[config.mk]
export PLATFORM = sky130hd
export DESIGN_NAME = phy_rx_deserializer
export DESIGN_NICKNAME = d
export VERILOG_FILES = /design/src/rtl/phy_rx_deserializer.sv
export SDC_FILE = /design/constraint.sdc
export NUM_CORES = 1
export LEC_CHECK = 0
export ABC_CLOCK_PERIOD_IN_PS = 1600
export CORE_MARGIN = 1
export CORE_UTILIZATION = 45
export CTS_BUF_LIST = sky130_fd_sc_hd__clkbuf_8
export DETAILED_ROUTE_END_ITERATION = 7
export PLACE_DENSITY_LB_ADDON = 0.25
export SETUP_SLACK_MARGIN = 0.02
export SLEW_MARGIN = 30
export SYNTH_ARGS = -nofsm -noshare
export SYNTH_HDL_FRONTEND = slang
export SYNTH_SLANG_ARGS = --single-unit
[constraint.sdc]
create_clock -name clk_16f -period 1.6 [get_ports clk_16f]
set_input_delay 0.24 -clock clk_16f [delete_from_list [all_inputs] [get_ports clk_16f]]
set_output_delay 0.24 -clock clk_16f [all_outputs]
set_load 0.005 [all_outputs]
[src/rtl/phy_rx_deserializer.sv]
// Serial-to-byte receive deserializer: sliding COMMA search, byte alignment,
// lock after LOCK_COUNT aligned COMMAs, then registered byte presentation.
module phy_rx_deserializer #(
    parameter logic [7:0]  COMMA      = 8'hBC,
    parameter logic [7:0]  IDLE       = 8'h7C,
    parameter int unsigned LOCK_COUNT = 4
) (
    input  logic       clk_16f,
    input  logic       reset,
    input  logic       data_in,
    output logic [7:0] data_out0,
    output logic       valid_out,
    output logic       active,
    output logic       byte_strobe
);

    localparam int unsigned CNT_W = $clog2(LOCK_COUNT + 1);

    typedef enum logic [1:0] {
        ST_UNALIGNED,
        ST_ALIGNING,
        ST_ACTIVE
    } state_t;

    state_t             state_q, state_d;
    // Only the seven most recent bits are kept; the eighth is data_in itself.
    logic [6:0]         shreg_q, shreg_d;
    logic [2:0]         bit_cnt_q, bit_cnt_d;
    logic [CNT_W-1:0]   comma_cnt_q, comma_cnt_d;
    logic [7:0]         data_d;
    logic               valid_d;
    logic               active_d;
    logic               strobe_d;

    logic [7:0]         next_word;
    logic               byte_done;

    assign next_word = {shreg_q, data_in};
    assign byte_done = (bit_cnt_q == 3'd7);

    // Next-state and output logic.
    always_comb begin
        state_d     = state_q;
        shreg_d     = next_word[6:0];
        bit_cnt_d   = bit_cnt_q + 3'd1;
        comma_cnt_d = comma_cnt_q;
        data_d      = data_out0;
        valid_d     = valid_out;
        active_d    = active;
        strobe_d    = 1'b0;

        case (state_q)
            ST_UNALIGNED: begin
                if (next_word == COMMA) begin
                    bit_cnt_d   = 3'd0;
                    comma_cnt_d = CNT_W'(1);
                    state_d     = ST_ALIGNING;
                end
            end
            ST_ALIGNING: begin
                if (byte_done) begin
                    if (next_word == COMMA) begin
                        comma_cnt_d = comma_cnt_q + CNT_W'(1);
                        if (comma_cnt_d == CNT_W'(LOCK_COUNT)) begin
                            state_d  = ST_ACTIVE;
                            active_d = 1'b1;
                        end
                    end else begin
                        comma_cnt_d = '0;
                        state_d     = ST_UNALIGNED;
                    end
                end
            end
            ST_ACTIVE: begin
                if (byte_done) begin
                    data_d   = next_word;
                    valid_d  = (next_word != COMMA) && (next_word != IDLE);
                    strobe_d = 1'b1;
                end
            end
            default: state_d = ST_UNALIGNED;
        endcase
    end

    // State and output registers.
    always_ff @(posedge clk_16f) begin
        if (reset) begin
            state_q     <= ST_UNALIGNED;
            shreg_q     <= '0;
            bit_cnt_q   <= '0;
            comma_cnt_q <= '0;
            data_out0   <= '0;
            valid_out   <= 1'b0;
            active      <= 1'b0;
            byte_strobe <= 1'b0;
        end else begin
            state_q     <= state_d;
            shreg_q     <= shreg_d;
            bit_cnt_q   <= bit_cnt_d;
            comma_cnt_q <= comma_cnt_d;
            data_out0   <= data_d;
            valid_out   <= valid_d;
            active      <= active_d;
            byte_strobe <= strobe_d;
        end
    end

endmodule

==> results of run 1 <==
-- cell families (layout without fill, tap and decap cells) --
kind of cell | count (synthesis) | in the layout
fa+ha+maj | 4 | 4
flops | 26 | 26
compound gates | 18 | 18
buf+inv | 10 | 27
simple gates | 52 | 52
xor+xnor | 2 | 2
-- layout make-up --
cell class	count	area, sq um	area share [%]
timing repair buffer	18	168	13.1
sequential	26	520	40.6
clock inverter	1	30.0	2.34
inverter	5	18.8	1.46
tap	27	33.8	2.63
clock buffer	3	41.3	3.22
multi-input combinational	76	470	36.7
-- metal layers --
layer | vias up | track usage (%) | share of wire (%)
met2 | 12 | 26.8 | 45
li1 | 411 | - | -
met1 | 374 | 22.1 | 50
met5 | - | 0 | 0
met3 | 4 | 5.56 | 3.6
met4 | 0 | 8.10 | 1.9
-- cell usage in the layout, fill, tap and decap left out, types with 2 or more instances in the layout --
master,synthesis,layout
nor3_1,2,2
nand4b_1,2,2
and2_1,2,2
nand3_1,2,2
o21ai_0,3,3
nand2_1,18,18
nor2b_1,8,8
and3_1,2,2
buf_4,0,5
dfxtp_1,26,26
clkbuf_8,0,3
ha_1,4,4
nand2b_1,2,2
nand3b_1,2,2
a21oi_1,11,11
inv_1,5,5
clkdlybuf4s50_1,0,13
nor2_1,6,6
-- cell usage after synthesis (all sizes together) --
cell type and number:
a211oi 1, a21oi 11, a31oi 1, a32oi 1, and2 2, and3 2
and3b 1, and4b 1, and4bb 1, clkbuf 5, dfxtp 26, ha 4
inv 5, nand2 18, nand2b 2, nand3 2, nand3b 2, nand4 1
nand4b 2, nor2 6, nor2b 8, nor3 2, nor4 2, o21ai 3
o22a 1, xnor2 1, xor2 1
-- report_power, final --
group	switching (uW)	internal [uW]	leakage (uW)	total, uW
Clock	199	335	0.0000357	534
Sequential	6.14	657	0.000211	663
Combinational	17.5	19.2	0.000226	36.7
Total	223	1010	0.000472	1230
-- state kept, by name, indices dropped and copies added, names as in the netlist --
register and flops:
active 1, comma_cnt_q 3, shreg_q 7, data_out0 8
byte_strobe 1, state_q 2, bit_cnt_q 3, valid_out 1
-- path summary, 6_finish.rpt --
path / slack, ns / to / depth (start not counted)
setup / recovery: 0.08 / comma_cnt_q[2] / 6
hold / removal: 0.44 / bit_cnt_q[0] / 1
hold reg to reg: 0.44 / bit_cnt_q[0] / 1
setup reg to reg: 0.08 / comma_cnt_q[2] / 6
-- stage by stage --
step           setup WS (ns)  power [uW]  instance area, sq um  std cells  hold WS, ns
3_5_place_dp          -0.190         715                  1200        152        0.415
6_report              0.0823        1230                  1280        156        0.436
5_1_grt              -0.0232        1270                  1280        156        0.475
3_3_place_gp          -0.156         714                  1200        152        0.409
4_1_cts               0.0573        1240                  1280        156        0.434
2_1_floorplan          0.124         699                  1020        112        0.368
==> metrics, run 1 <==
first-pass GRT wire length 3190 um; clock tree buffer depth 2; Area contributors post-synth dfxtp_1 (51%), nand2_1 (6.6%), a21oi_1 (5.4%); Num CTS Buffers 3; Cell Pwr Density 962 nW/um^2; syn avg cell area just over 9 sq um; Worst-Margin Slew 0.380 ns; xor/xnor cell area share of the yosys netlist 1.71%; Clock Skews 0.00373 ns; main combinational cell family by area after synthesis simple AND/OR/NAND/NOR gates; area share of the largest cell type after synthesis about half; Setup crit end kind flip-flop; Final Max Slew Viols 0; port bufs 13; post-CTS sizing 0; r2r startpoint bit_cnt_q[0]; Vert. Die Dim 49.7 um; final hold viol count 0; initial antenna violation count 0; signal arrival time at the worst endpoint 1.72 ns; DP Wirelength 1320 um; Max Cap Viol 0; Final min period around 1.5 ns; IO Count 14; Ys Warns 0; setup violators final 0; final WL 1890 um; mux contribution to synthesized area 0%; LEAKAGE 0.000472 uW; utilization after layout 62.8%; CTS tree built; layout cells sized above 1 9.30%; largest net degree at the start of global routing 16; Worst-path clk slew 0.09 ns; setup_tns 0 ns; Peak VDD IR 777 uV; total track usage between 10% and 20%; status finished clean; CP max-delay cell dfxtp_1; Worst-Skew Late Latency 0.27 ns; via/cell ratio ~5; Crit. Startpoint bit_cnt_q[0]; Crit path buffers/inverters 0; post-synthesis simple-gate area fraction 28.9%; period utilization around 95%; core area 2040 sq um; First-pass DRT Iterations 6; slew margin rel. 74.5%; Post-Syn Nets 119; hold path start bit_cnt_q[0]; delay-heaviest family, CP compound AO/OA/AOI/OAI gates; number of global-route vias before repair between 700 and 800; Setup CP Type reg2reg; Root Driver clkbuf_8; DRT iter0 DRCs 23; die footprint 2470 sq um; Remaining DRCs 0; H-Tree Depth 1; area share of fa/ha/maj cells after synthesis 4.90%; Final nets 137; antenna cells 0; post-CTS setup buffers 0; synth unique cells 28; Max Clock Freq approximately 660 MHz; worst-path fanout max 5; Starting Density roughly half; Seq/Total Area, Yosys 50.9%; routed len/inst around 12 um; Synth Area in Compound Gates roughly a tenth; Synth-to-Final Area Change 25.5%; GR Overflow Total 0; Rows 16; CP Launch Type flip-flop; Synth Register Bits 26; worst min-delay path class reg2reg; most frequent CP cell ha_1; slowest cell delay on critical path 0.33 ns; Die Wd 49.7 um; GPL Wtd Cong 0.808; Post-Syn Area 1020 sq um; Layout fillers 187; Detail Route Antenna Nets 0; Post-Syn Instances ~110; clk sinks 26; critical path cell sequence ha_1 > ha_1 > and3b_1 > a31oi_2 > a32oi_1 > o21ai_0; cts hold-fix bufs 0; via count between 800 and 900; Synth area leader dfxtp_1; CP required 1.80 ns
Note: power is estimated with default switching activity, not from simulation.
==> run 2: changes to the inputs <==
- ABC_CLOCK_PERIOD_IN_PS: 1600 -> 1400
- clock period: 1.6 -> 1.4 ns (I/O delays scaled with it)
==> metrics, run 2 (synthesis gave the netlist of run 1 again) <==
GPL Wtd Cong 0.757; Setup CP Type reg2out; Num CTS Buffers 3; H-Tree Depth 1; Clock Skews 0.00348 ns; utilization after layout 67.2%; Worst-Margin Slew approximately 0.29 ns; critical path cell sequence clkdlybuf4s50_1; port bufs 13; IO Count 14; initial antenna violation count 0; layout cells sized above 1 24.1%; via/cell ratio 5.01; first-pass GRT wire length 3930 um; final WL 2100 um; slew margin rel. 80.7%; most frequent cells in the layout dfxtp_1 (19), nand2_1 (18), clkdlybuf4s50_1 (12); number of global-route vias before repair 891; Max Cap Viol 0; unrepaired setup endpoints after global routing yes; DP Wirelength 1520 um; period utilization a little over nine tenths; final hold viol count 0; Worst-path clk slew 0.09 ns; cell area after layout between 1000 and 1500 sq um; clk sinks 26; Rows 16; Largest register FFs 8; GR Overflow Total 0; largest net degree at the start of global routing 15; Worst-Skew Late Latency 0.26 ns; worst min-delay path class in2reg; Synth-to-Final Area Change 34.1%; CP max-delay cell clkdlybuf4s50_1; Peak VDD IR 925 uV; signal arrival time at the worst endpoint 1.12 ns; status finished clean; Final min period 1.33 ns; CTS tree built; placed instance area 1240 sq um; total track usage 20.8%; CP required 1.19 ns; Cell Pwr Density 934 nW/um^2; worst-path fanout max 2; Crit path buffers/inverters 1; Die Wd 49.7 um; largest registers data_out0 x8, shreg_q x7; most common cell after layout, fill and taps aside dfxtp_1; Final Max Slew Viols 0; Final nets 141; Setup crit end kind primary output; Root Driver clkbuf_8; die footprint 2470 sq um; setup violators final 0; core area 2040 sq um; delay-heaviest family, CP buffers and inverters; routed len/inst roughly 13 um; Detail Route Antenna Nets 0; clock tree buffer depth 2; slowest cell delay on critical path 0.51 ns; via count 802; cts hold-fix bufs 0; Max Clock Freq roughly 750 MHz; antenna cells 0; LEAKAGE 0.000498 uW; First-pass DRT Iterations 4; Starting Density 50.1%; CP Launch Type flip-flop; DRT iter0 DRCs 5; Vert. Die Dim just under 50 um; register with the highest flop count data_out0; Remaining DRCs 0
-- run 2: cell count changes in the layout (fill, tap and decap cells not counted), moves of 3 or more --
cell     previous run  this run
buf_4               5         9
o21ai_0             3         0
dfxtp_2             0         6
dfxtp_1            26        19
o21ai_1             0         3
-- run 2: repair_timing --
action,in CTS,in global routing
pin swaps,1,7
endpoints found under the setup margin,13,11
setup buffers,0,1
resized for setup,2,19
hold endpoints to repair,0,0
-- run 2: worst paths after layout --
| path | from | endpoint | slack, ns | cells past startpoint |
|---|---|---|---|---|
| worst max-delay path | valid_out | valid_out | 0.07 | 1 |
| worst min-delay path | data_in | shreg_q[0] | 0.23 | 2 |
| worst max register to register | bit_cnt_q[0] | comma_cnt_q[2] | 0.08 | 6 |
| worst min register to register | bit_cnt_q[0] | bit_cnt_q[0] | 0.44 | 1 |
-- run 2: routing by layer --
| metal | part of all wire, % | wire length (um) | GRT usage, % |
|---|---|---|---|
| met3 | 2.2 | 46 | 4.01 |
| met2 | 50 | 1060 | 37.8 |
| met4 | 1.2 | 26 | 8.57 |
| met5 | 0 | 0 | 0 |
| met1 | 46 | 967 | 23.4 |
-- run 2: power breakdown --
part / total, uW / leakage [uW] / switching (uW) / internal [uW]
Sequential: 759 / 0.000214 / 9.85 / 749
Combinational: 49.1 / 0.000255 / 22.9 / 26.2
Clock: 473 / 0.0000288 / 222 / 251
-- run 2: per-stage QoR --
| step | power [uW] | hold WS (ns) | std cells | setup slack, ns | setup TNS [ns] |
|---|---|---|---|---|---|
| 6_report | 1280 | 0.233 | 160 | 0.0684 | 0 |
| 5_1_grt | 1340 | 0.256 | 160 | -0.0126 | -0.0226 |
| 4_1_cts | 1290 | 0.435 | 159 | 0.0245 | 0 |
| 3_5_place_dp | 818 | 0.421 | 155 | -0.372 | -2.83 |
| 3_3_place_gp | 816 | 0.411 | 155 | -0.292 | -2.13 |
| 2_1_floorplan | 800 | 0.338 | 112 | 0.0296 | 0 |
-- run 2: final cells by class --
| type | instances | area (sq um) |
|---|---|---|
| sequential | 26 | 532 |
| inverter | 5 | 18.8 |
| tap | 27 | 33.8 |
| timing repair buffer | 22 | 200 |
| clock buffer | 4 | 55.1 |
| fill | 183 | 671 |
| multi-input combinational | 76 | 532 |
